### src/rtl/eight_bit_serial_subtractor_pkg.sv
// Shared types and constants for the bit-serial subtractor.
package serial_sub_pkg;

  localparam int DEFAULT_WIDTH = 8;

  typedef enum logic [1:0] {
    IDLE = 2'd0,
    RUN  = 2'd1,
    DONE = 2'd2
  } state_t;

  // Bits needed to count 0..value-1, never less than one.
  function automatic int clog2(input int value);
    int r;
    int v;
    r = 0;
    v = value - 1;
    while (v > 0) begin
      r++;
      v = v >> 1;
    end
    return (r < 1) ? 1 : r;
  endfunction

endpackage

### src/rtl/eight_bit_serial_subtractor_if.sv
// Start/done handshake and operand/result bundle for the serial subtractor.
// Ovf is present only when SERIAL_SUB_OVF_EN is defined.
interface eight_bit_serial_subtractor_if
  import serial_sub_pkg::*;
#(
  parameter int WIDTH = DEFAULT_WIDTH
);

  logic             start;
  logic [WIDTH-1:0] A;
  logic [WIDTH-1:0] B;
  logic             Bin;
  logic             busy;
  logic             done;
  logic [WIDTH-1:0] Diff;
  logic             Borrow;
`ifdef SERIAL_SUB_OVF_EN
  logic             Ovf;

  modport master (output start, A, B, Bin, input busy, done, Diff, Borrow, Ovf);
  modport slave  (input start, A, B, Bin, output busy, done, Diff, Borrow, Ovf);
`else
  modport master (output start, A, B, Bin, input busy, done, Diff, Borrow);
  modport slave  (input start, A, B, Bin, output busy, done, Diff, Borrow);
`endif

endinterface

### src/rtl/eight_bit_serial_subtractor_full_subtractor.sv
// Single-bit full subtractor: d = a - b - bin, bout = borrow out.
module full_subtractor (
  input  logic a,
  input  logic b,
  input  logic bin,
  output logic d,
  output logic bout
);

  assign d    = a ^ b ^ bin;
  assign bout = (~a & b) | (~(a ^ b) & bin);

endmodule

### src/rtl/eight_bit_serial_subtractor.sv
// Bit-serial A - B - Bin, LSB first, one full-subtractor cell and a borrow flop.
// Optional signed overflow output with SERIAL_SUB_OVF_EN.
//
// state | meaning
// IDLE  | waiting for start; operands captured on the accepting edge
// RUN   | one result bit per edge, WIDTH edges total
// DONE  | one-cycle done pulse, registered result valid
module eight_bit_serial_subtractor
  import serial_sub_pkg::*;
#(
  parameter int WIDTH = DEFAULT_WIDTH
) (
  input logic                    clk,
  input logic                    rst_n,
  eight_bit_serial_subtractor_if.slave bus
);

  localparam int CW = clog2(WIDTH);

  state_t           state;
  state_t           state_nxt;
  logic             load;
  logic             shift;
  logic             busy;
  logic             done;
  logic             last;
  logic [WIDTH-1:0] a_sh;
  logic [WIDTH-1:0] b_sh;
  logic [WIDTH-1:0] d_sh;
  logic [WIDTH-1:0] diff_q;
  logic             brw;
  logic             borrow_q;
  logic [CW-1:0]    cnt;
  logic             d;
  logic             bout;

  assign last = (cnt == CW'(WIDTH - 1));

  always_ff @(posedge clk or negedge rst_n) begin
    if (!rst_n) state <= IDLE;
    else        state <= state_nxt;
  end

  always_comb begin
    state_nxt = state;
    case (state)
      IDLE:    if (bus.start) state_nxt = RUN;
      RUN:     if (last) state_nxt = DONE;
      DONE:    state_nxt = IDLE;
      default: state_nxt = IDLE;
    endcase
  end

  always_comb begin
    load  = 1'b0;
    shift = 1'b0;
    busy  = 1'b0;
    done  = 1'b0;
    case (state)
      IDLE: load = bus.start;
      RUN: begin
        shift = 1'b1;
        busy  = 1'b1;
      end
      DONE:    done = 1'b1;
      default: ;
    endcase
  end

  full_subtractor u_fs (
    .a    (a_sh[0]),
    .b    (b_sh[0]),
    .bin  (brw),
    .d    (d),
    .bout (bout)
  );

`ifdef SERIAL_SUB_OVF_EN
  logic a_msb;
  logic b_msb;
  logic ovf_q;

  always_ff @(posedge clk or negedge rst_n) begin
    if (!rst_n) begin
      a_msb <= 1'b0;
      b_msb <= 1'b0;
      ovf_q <= 1'b0;
    end else if (load) begin
      a_msb <= bus.A[WIDTH-1];
      b_msb <= bus.B[WIDTH-1];
    end else if (shift && last) begin
      // d here is the MSB of the completed difference
      ovf_q <= (a_msb ^ b_msb) & (a_msb ^ d);
    end
  end

  assign bus.Ovf = ovf_q;
`endif

  always_ff @(posedge clk or negedge rst_n) begin
    if (!rst_n) begin
      a_sh     <= '0;
      b_sh     <= '0;
      d_sh     <= '0;
      diff_q   <= '0;
      brw      <= 1'b0;
      borrow_q <= 1'b0;
      cnt      <= '0;
    end else if (load) begin
      a_sh <= bus.A;
      b_sh <= bus.B;
      brw  <= bus.Bin;
      cnt  <= '0;
    end else if (shift) begin
      a_sh <= a_sh >> 1;
      b_sh <= b_sh >> 1;
      d_sh <= {d, d_sh[WIDTH-1:1]};
      brw  <= bout;
      cnt  <= cnt + 1'b1;
      // result registers see the final bit directly, never a partial value
      if (last) begin
        diff_q   <= {d, d_sh[WIDTH-1:1]};
        borrow_q <= bout;
      end
    end
  end

  assign bus.busy   = busy;
  assign bus.done   = done;
  assign bus.Diff   = diff_q;
  assign bus.Borrow = borrow_q;

endmodule
### src/flat_wrapper.sv
// flat-port wrapper written by rule: the top's interface ports become plain ports
module eight_bit_serial_subtractor_flat import serial_sub_pkg::*;
#(
  parameter int WIDTH = DEFAULT_WIDTH
)
  (clk, rst_n, bus_start, bus_A, bus_B, bus_Bin, bus_busy, bus_done, bus_Diff, bus_Borrow);
  eight_bit_serial_subtractor_if #(.WIDTH(WIDTH)) bus_i ();
  input logic clk;
  input logic rst_n;
  input wire logic [$bits(bus_i.start)-1:0] bus_start;
  input wire logic [$bits(bus_i.A)-1:0] bus_A;
  input wire logic [$bits(bus_i.B)-1:0] bus_B;
  input wire logic [$bits(bus_i.Bin)-1:0] bus_Bin;
  output wire logic [$bits(bus_i.busy)-1:0] bus_busy;
  output wire logic [$bits(bus_i.done)-1:0] bus_done;
  output wire logic [$bits(bus_i.Diff)-1:0] bus_Diff;
  output wire logic [$bits(bus_i.Borrow)-1:0] bus_Borrow;
  assign bus_i.start = bus_start;
  assign bus_i.A = bus_A;
  assign bus_i.B = bus_B;
  assign bus_i.Bin = bus_Bin;
  assign bus_busy = bus_i.busy;
  assign bus_done = bus_i.done;
  assign bus_Diff = bus_i.Diff;
  assign bus_Borrow = bus_i.Borrow;
  eight_bit_serial_subtractor #(.WIDTH(WIDTH)) u_core (.clk(clk), .rst_n(rst_n), .bus(bus_i));
endmodule
### config.mk
export PLATFORM = sky130hd
export DESIGN_NAME = eight_bit_serial_subtractor_flat
export DESIGN_NICKNAME = d
export VERILOG_FILES = /design/src/rtl/eight_bit_serial_subtractor_pkg.sv /design/src/rtl/eight_bit_serial_subtractor_if.sv /design/src/rtl/eight_bit_serial_subtractor_full_subtractor.sv /design/src/rtl/eight_bit_serial_subtractor.sv /design/src/flat_wrapper.sv
export SDC_FILE = /design/constraint.sdc
export NUM_CORES = 1
export LEC_CHECK = 0
export ABC_AREA = 1
export CAP_MARGIN = 0
export CORE_MARGIN = 2
export CORE_UTILIZATION = 51
export CTS_CLUSTER_SIZE = 12
export DETAILED_ROUTE_END_ITERATION = 7
export GPL_TIMING_DRIVEN = 0
export PLACE_DENSITY = 0.78
export SYNTH_ARGS = -nofsm -noshare
export SYNTH_HDL_FRONTEND = slang
export SYNTH_SLANG_ARGS = --single-unit
### constraint.sdc
create_clock -name clk -period 1.6 [get_ports clk]
set_input_delay 0.16 -clock clk [delete_from_list [all_inputs] [get_ports clk]]
set_output_delay 0.16 -clock clk [all_outputs]
set_load 0.005 [all_outputs]
-- After elaboration in Yosys (flattened, before gate mapping)
Cells that the tools add are included.
Widths: inputs -> output; s select.
- flip-flop bits (word level): 39
- bits of input ports: 20
- output and inout bits: 11
- logic and storage cells: 41
- add/sub/neg operators: 1
- equality and inequality tests: 5
- multiplexer cells: 14
- bitwise gates (word level): 8
- reduce and logical (&&, ||, !) cells: 5
- operators with widths (cell ; number):
    $mux 8 ; 4
    $mux 3 ; 2
    $mux 1 ; 5
    $mux 2 ; 2
    $pmux 2 s2 ; 1
    $reduce_and 2->1 ; 2
    $add 3x1->3 const B ; 1
    $eq 3x3->1 const B ; 1
    $not 1->1 ; 3
    $reduce_and 3->1 ; 1
    $and 1x1->1 ; 2
    $eq 2x1->1 const B ; 1
    $eq 2x2->1 const B ; 1
    $logic_not 2->1 ; 1
    $ne 2x1->1 const B ; 1
    $ne 2x2->1 const B ; 1
    $reduce_bool 2->1 ; 1
    $xor 1x1->1 ; 2
    $or 1x1->1 ; 1

-- Depth between registers and ports, before layout
- depth after elaboration: 6
- gate-level depth with buffers: 6
- mapped depth without buffers: 6

-- Cells and area by module
A second synthesis with hierarchy kept.
- cell total of the unflattened synthesis: 186
- area, all modules: 1657.8 sq um
- modules (own cells, without submodules) (module ; instances ; cells an instance ; area an instance (sq um) ; seq. area each (sq um)):
    eight_bit_serial_subtractor ; 1 ; 182 ; 1626.6 ; 950.9
    full_subtractor ; 1 ; 4 ; 31.3 ; 0.0

-- Worst setup path before layout
No wires, ideal clock.
- kind: reg-to-reg
- from: register u_core.cnt[0]
- to: register u_core.diff_q[2], in the netlist u_core.bus.Diff[2]
- library setup time: 0.117 ns
- arrival time: 1.016 ns
- required time: 1.483 ns
- path slack: 0.468 ns
- cell stages (with the launch flop): 7
- path buffers: 0
- clock period less this slack: 1.132 ns
- cells stage by stage: dfrtp_1 ha_1 ha_1 inv_1 nor2_4 nand2_1 nand2_1
- longest elaborated chain between the ends: 2
- ends and longest elaborated chain (item ; RTL line ; RTL):
    from (decl) ; eight_bit_serial_subtractor.sv:33 ; logic [CW-1:0] cnt;
    from (signal assigned) ; eight_bit_serial_subtractor.sv:119 ; cnt <= cnt + 1'b1;
    $eq 3x3->1 ; eight_bit_serial_subtractor.sv:37 ; assign last = (cnt == CW'(WIDTH - 1));
    $reduce_and 3->1 (no source line) ; -- ;
    to (signal assigned) ; eight_bit_serial_subtractor.sv:122 ; diff_q <= {d, d_sh[WIDTH-1:1]};
    to (decl) ; eight_bit_serial_subtractor.sv:30 ; logic [WIDTH-1:0] diff_q;
No other way between the ends.
A chain may end at the register's enable or synchronous reset.

-- Worst setup path in the final report
- from: register u_core.state[1]
- to: output bus_busy
- longest elaborated chain between the ends: 2
- ends and longest elaborated chain (item ; RTL line ; RTL):
    from (decl) ; eight_bit_serial_subtractor.sv:20 ; state_t state;
    from (signal assigned) ; eight_bit_serial_subtractor.sv:41 ; else state <= state_nxt;
    $eq 2x1->1 ; eight_bit_serial_subtractor.sv:59 ; case (state)
    $mux 1 ; eight_bit_serial_subtractor.sv:59 ;
    to (decl) ; flat_wrapper.sv:14 ; output wire logic [$bits(bus_i.busy)-1:0] bus_busy;
No other way between the ends.

==> impl_metrics.yaml <==
outcome:
  status: "finished clean"
timing:
  drv_slew: 0
  hold_violations: 0
  tightest_slew_ns: 0.8229
  slew_headroom_pct: 45.14
  timing.final.setup_violations: 0
  min_period_ns: 1.447
  hold_ws_ns: 0.1535
  fmax_mhz: 691.2
  finalCritPeriodShare_pct: 90.42
  rsz0062_at_grt: "no"
  skew_ns: 0.003282
drt:
  drc: 0
  antenna_left: 0
  firstDrtPassIters: 4
  vias: 1387
  wl_um: 3426
  drt_iter0_drc: 90
  wl_per_cell_um: 12.69
  viasPerCell: 5.137
power:
  combPwrFrac_pct: 37.8
  switchingPower_mw: 1.324
  swShare_pct: 33.99
  p_total_mw: 3.894
  p_per_area_nw_per_um2: 1823
  internal_power_mw: 2.571
  seqPwrFrac_pct: 40.3
  p_leak_nw: 1.058
  clkPwrFrac_pct: 21.9
  worst_ir_drop_vdd_mv: 0.7905
logic_synthesis:
  synth_area_um2: 1658
  syn_nets: 209
  ys_seq_area_share_pct: 57.36
  postSynthCellCount: 186
  ys_ff_latch: 38
  avgSynthCellArea_um2: 8.913
  ys_warn_count: 0
  ys_types: 15
die:
  die_area_um2: 3723
  io_pins: 31
  die_x_um: 61.02
  coreArea_um2: 3078
  rows: 20
  initial_utilization_pct: 53.86
  chipHeight_um: 61.02
cts:
  clock_latency_ns: 0.35
  cts_max_level: 2
  clockBufferDepth: 2
  root_buffer: "clkbuf_4"
  path_clk_slew_ns: 0.11
  clock-sinks: 38
  cts_buffers: 5
  cts_tree: "done"
worst_setup_path:
  end_kind: "primary output"
  worstRegToRegCells: 5
  r2r_end: "u_core.b_sh[1]$_DFFE_PN0P_"
  cp.required_ns: 1.44
  startpoint_type: "flop"
  cp_data_arrival_time_ns: 1.29
  cp_max_fo: 10
  r2r_start: "u_core.state[0]$_DFFE_PN0P_"
  rrSetupSlack_ns: 0.21
  path_class: "reg -> out"
grt:
  gr-total-overflow: 0
  grt_pass1_vias: 1457
  grt_usage_pct: 21.72
  grt_max_degree: 39
  antenna_found_initial: 0
  grt_pass1_wl_um: 5927
job:
  max_cap_viol_count: 0
min_path:
  hold_end: "u_core.a_sh[2]$_DFFE_PN0P_"
  min_from: "bus_start"
  hold_class: "in -> reg"
  worst_hold_path.num_cells: 3
placed_design:
  hpwlAfterDp_um: 2428
  io_buffers: 29
  placed_cells: 259
  gp_congestion: 0.7693
finish:
  diodes: 0
  stdcell_count: 270
  syn2layout_area_growth_pct: 28.83
  layout-drive-gt1-share_pct: 10.18
  fin_util_pct: 69.39
  nets: 248
worst max path at each step:
stage	start	end	slack [ns]	cells after the start
final	u_core.state[1]$_DFFE_PN0P_	bus_busy	0.15	3
after CTS	u_core.state[0]$_DFFE_PN0P_	bus_busy	0.15	4
after global routing	u_core.state[0]$_DFFE_PN0P_	bus_busy	0.07	4
after global placement	rst_n	u_core.b_sh[4]$_DFFE_PN0P_	-0.44	1
after floorplan	u_core.cnt[0]$_DFFE_PN0P_	u_core.bus.Diff[2]$_DFFE_PN0P_	0.47	6
after detailed placement	u_core.state[0]$_DFFE_PN0P_	bus_busy	0.02	4
final cells by class:
class / instances / area (um^2)
clock inverters: 2 / 60.06
well taps: 44 / 55.05
inverters: 9 / 33.78
plain buffers: 10 / 68.82
flip-flops and latches: 38 / 950.9
clock buffers: 6 / 51.30
fillers: 257 / 942.2
repair buffers: 32 / 307.8
multi-input cells: 129 / 608.1
sequential cells by signal, indices dropped and copies added (netlist names):
signal and count:
u_core.a_sh 8, u_core.b_sh 8, u_core.bus.Diff 8, u_core.d_sh 7, u_core.cnt 3, u_core.state 2, u_core.brw 1, u_core.bus.Borrow 1
logic make-up (layout without fill, tap and decap cells):
group / count (synthesis) / after routing / synth area share [%]
buf+inv: 19 / 59 / 5.961
compound gates: 8 / 8 / 2.415
flops: 38 / 38 / 57.36
simple gates: 118 / 118 / 31.55
fa+ha+maj: 3 / 3 / 2.717
routing by layer:
metal | vias up | track usage [%] | part of all wire (%)
met2 | 44 | 37.94 | 49
met4 | 0 | 8.696 | 1.5
met5 | - | 0 | 0
met1 | 654 | 24.45 | 42
li1 | 683 | - | -
met3 | 6 | 7.353 | 7.4
through the flow:
| step | area, um^2 | worst slack, ns | TNS [ns] |
|---|---|---|---|
| 2_1_floorplan | 1658 | 0.4675 | 0 |
| 3_3_place_gp | 2003 | -0.4394 | -16.67 |
| 3_5_place_dp | 1998 | 0.02104 | 0 |
| 5_1_grt | 2136 | 0.06826 | 0 |
| 6_report | 2136 | 0.1532 | 0 |
| 4_1_cts | 2136 | 0.1532 | 0 |
cell usage in the layout (no fill, tap or decap):
cell type        count
clkbuf_1             1
nand3_1             50
nand2_2              1
dfrtp_1             38
clkbuf_2             1
clkdlybuf4s50_1     26
fa_1                 1
nor2_1               3
buf_2                4
clkbuf_8             1
inv_1                9
clkbuf_4             5
dlygate4sd2_1        2
dlygate4sd3_1        1
bufinv_16            2
nor2_4               2
o21ai_0              8
nand2_1             62
buf_6                2
ha_1                 2
buf_4                5
power by group through the flow:
stage | sequential, mW | combinational (mW) | clock (mW)
global placement | 1.58 | 1.37 | 0
floorplan | 1.56 | 0.899 | 0
global route | 1.62 | 1.67 | 0.911
CTS | 1.57 | 1.49 | 0.865
detailed placement | 1.60 | 1.42 | 0
finish | 1.57 | 1.47 | 0.852
critical path: stages (launching register included):
cell,delay [ns]
dfrtp_1,0.44
nor2_4,0.12
buf_6,0.14
dlygate4sd2_1,0.24
repair_timing:
item	4_1_cts	5_1_grt
hold buffers	1	0
setup buffers	2	0
setup endpoints to repair	2	0
gates resized for setup	3	0
endpoints found under the hold margin	38	0
synth_stat cells:
master	instances	area share (%)
buf_4	4	1.8
nor2_1	3	0.68
o21ai_0	8	2.4
buf_6	1	0.68
buf_2	3	0.91
nor2_4	2	1.4
clkbuf_1	1	0.23
clkbuf_2	1	0.30
nand2_1	62	14
inv_1	9	2.0
dfrtp_1	38	57
nand2_2	1	0.38
nand3_1	50	15
ha_1	2	1.5
fa_1	1	1.2
Power figures use the tool's default switching activity.
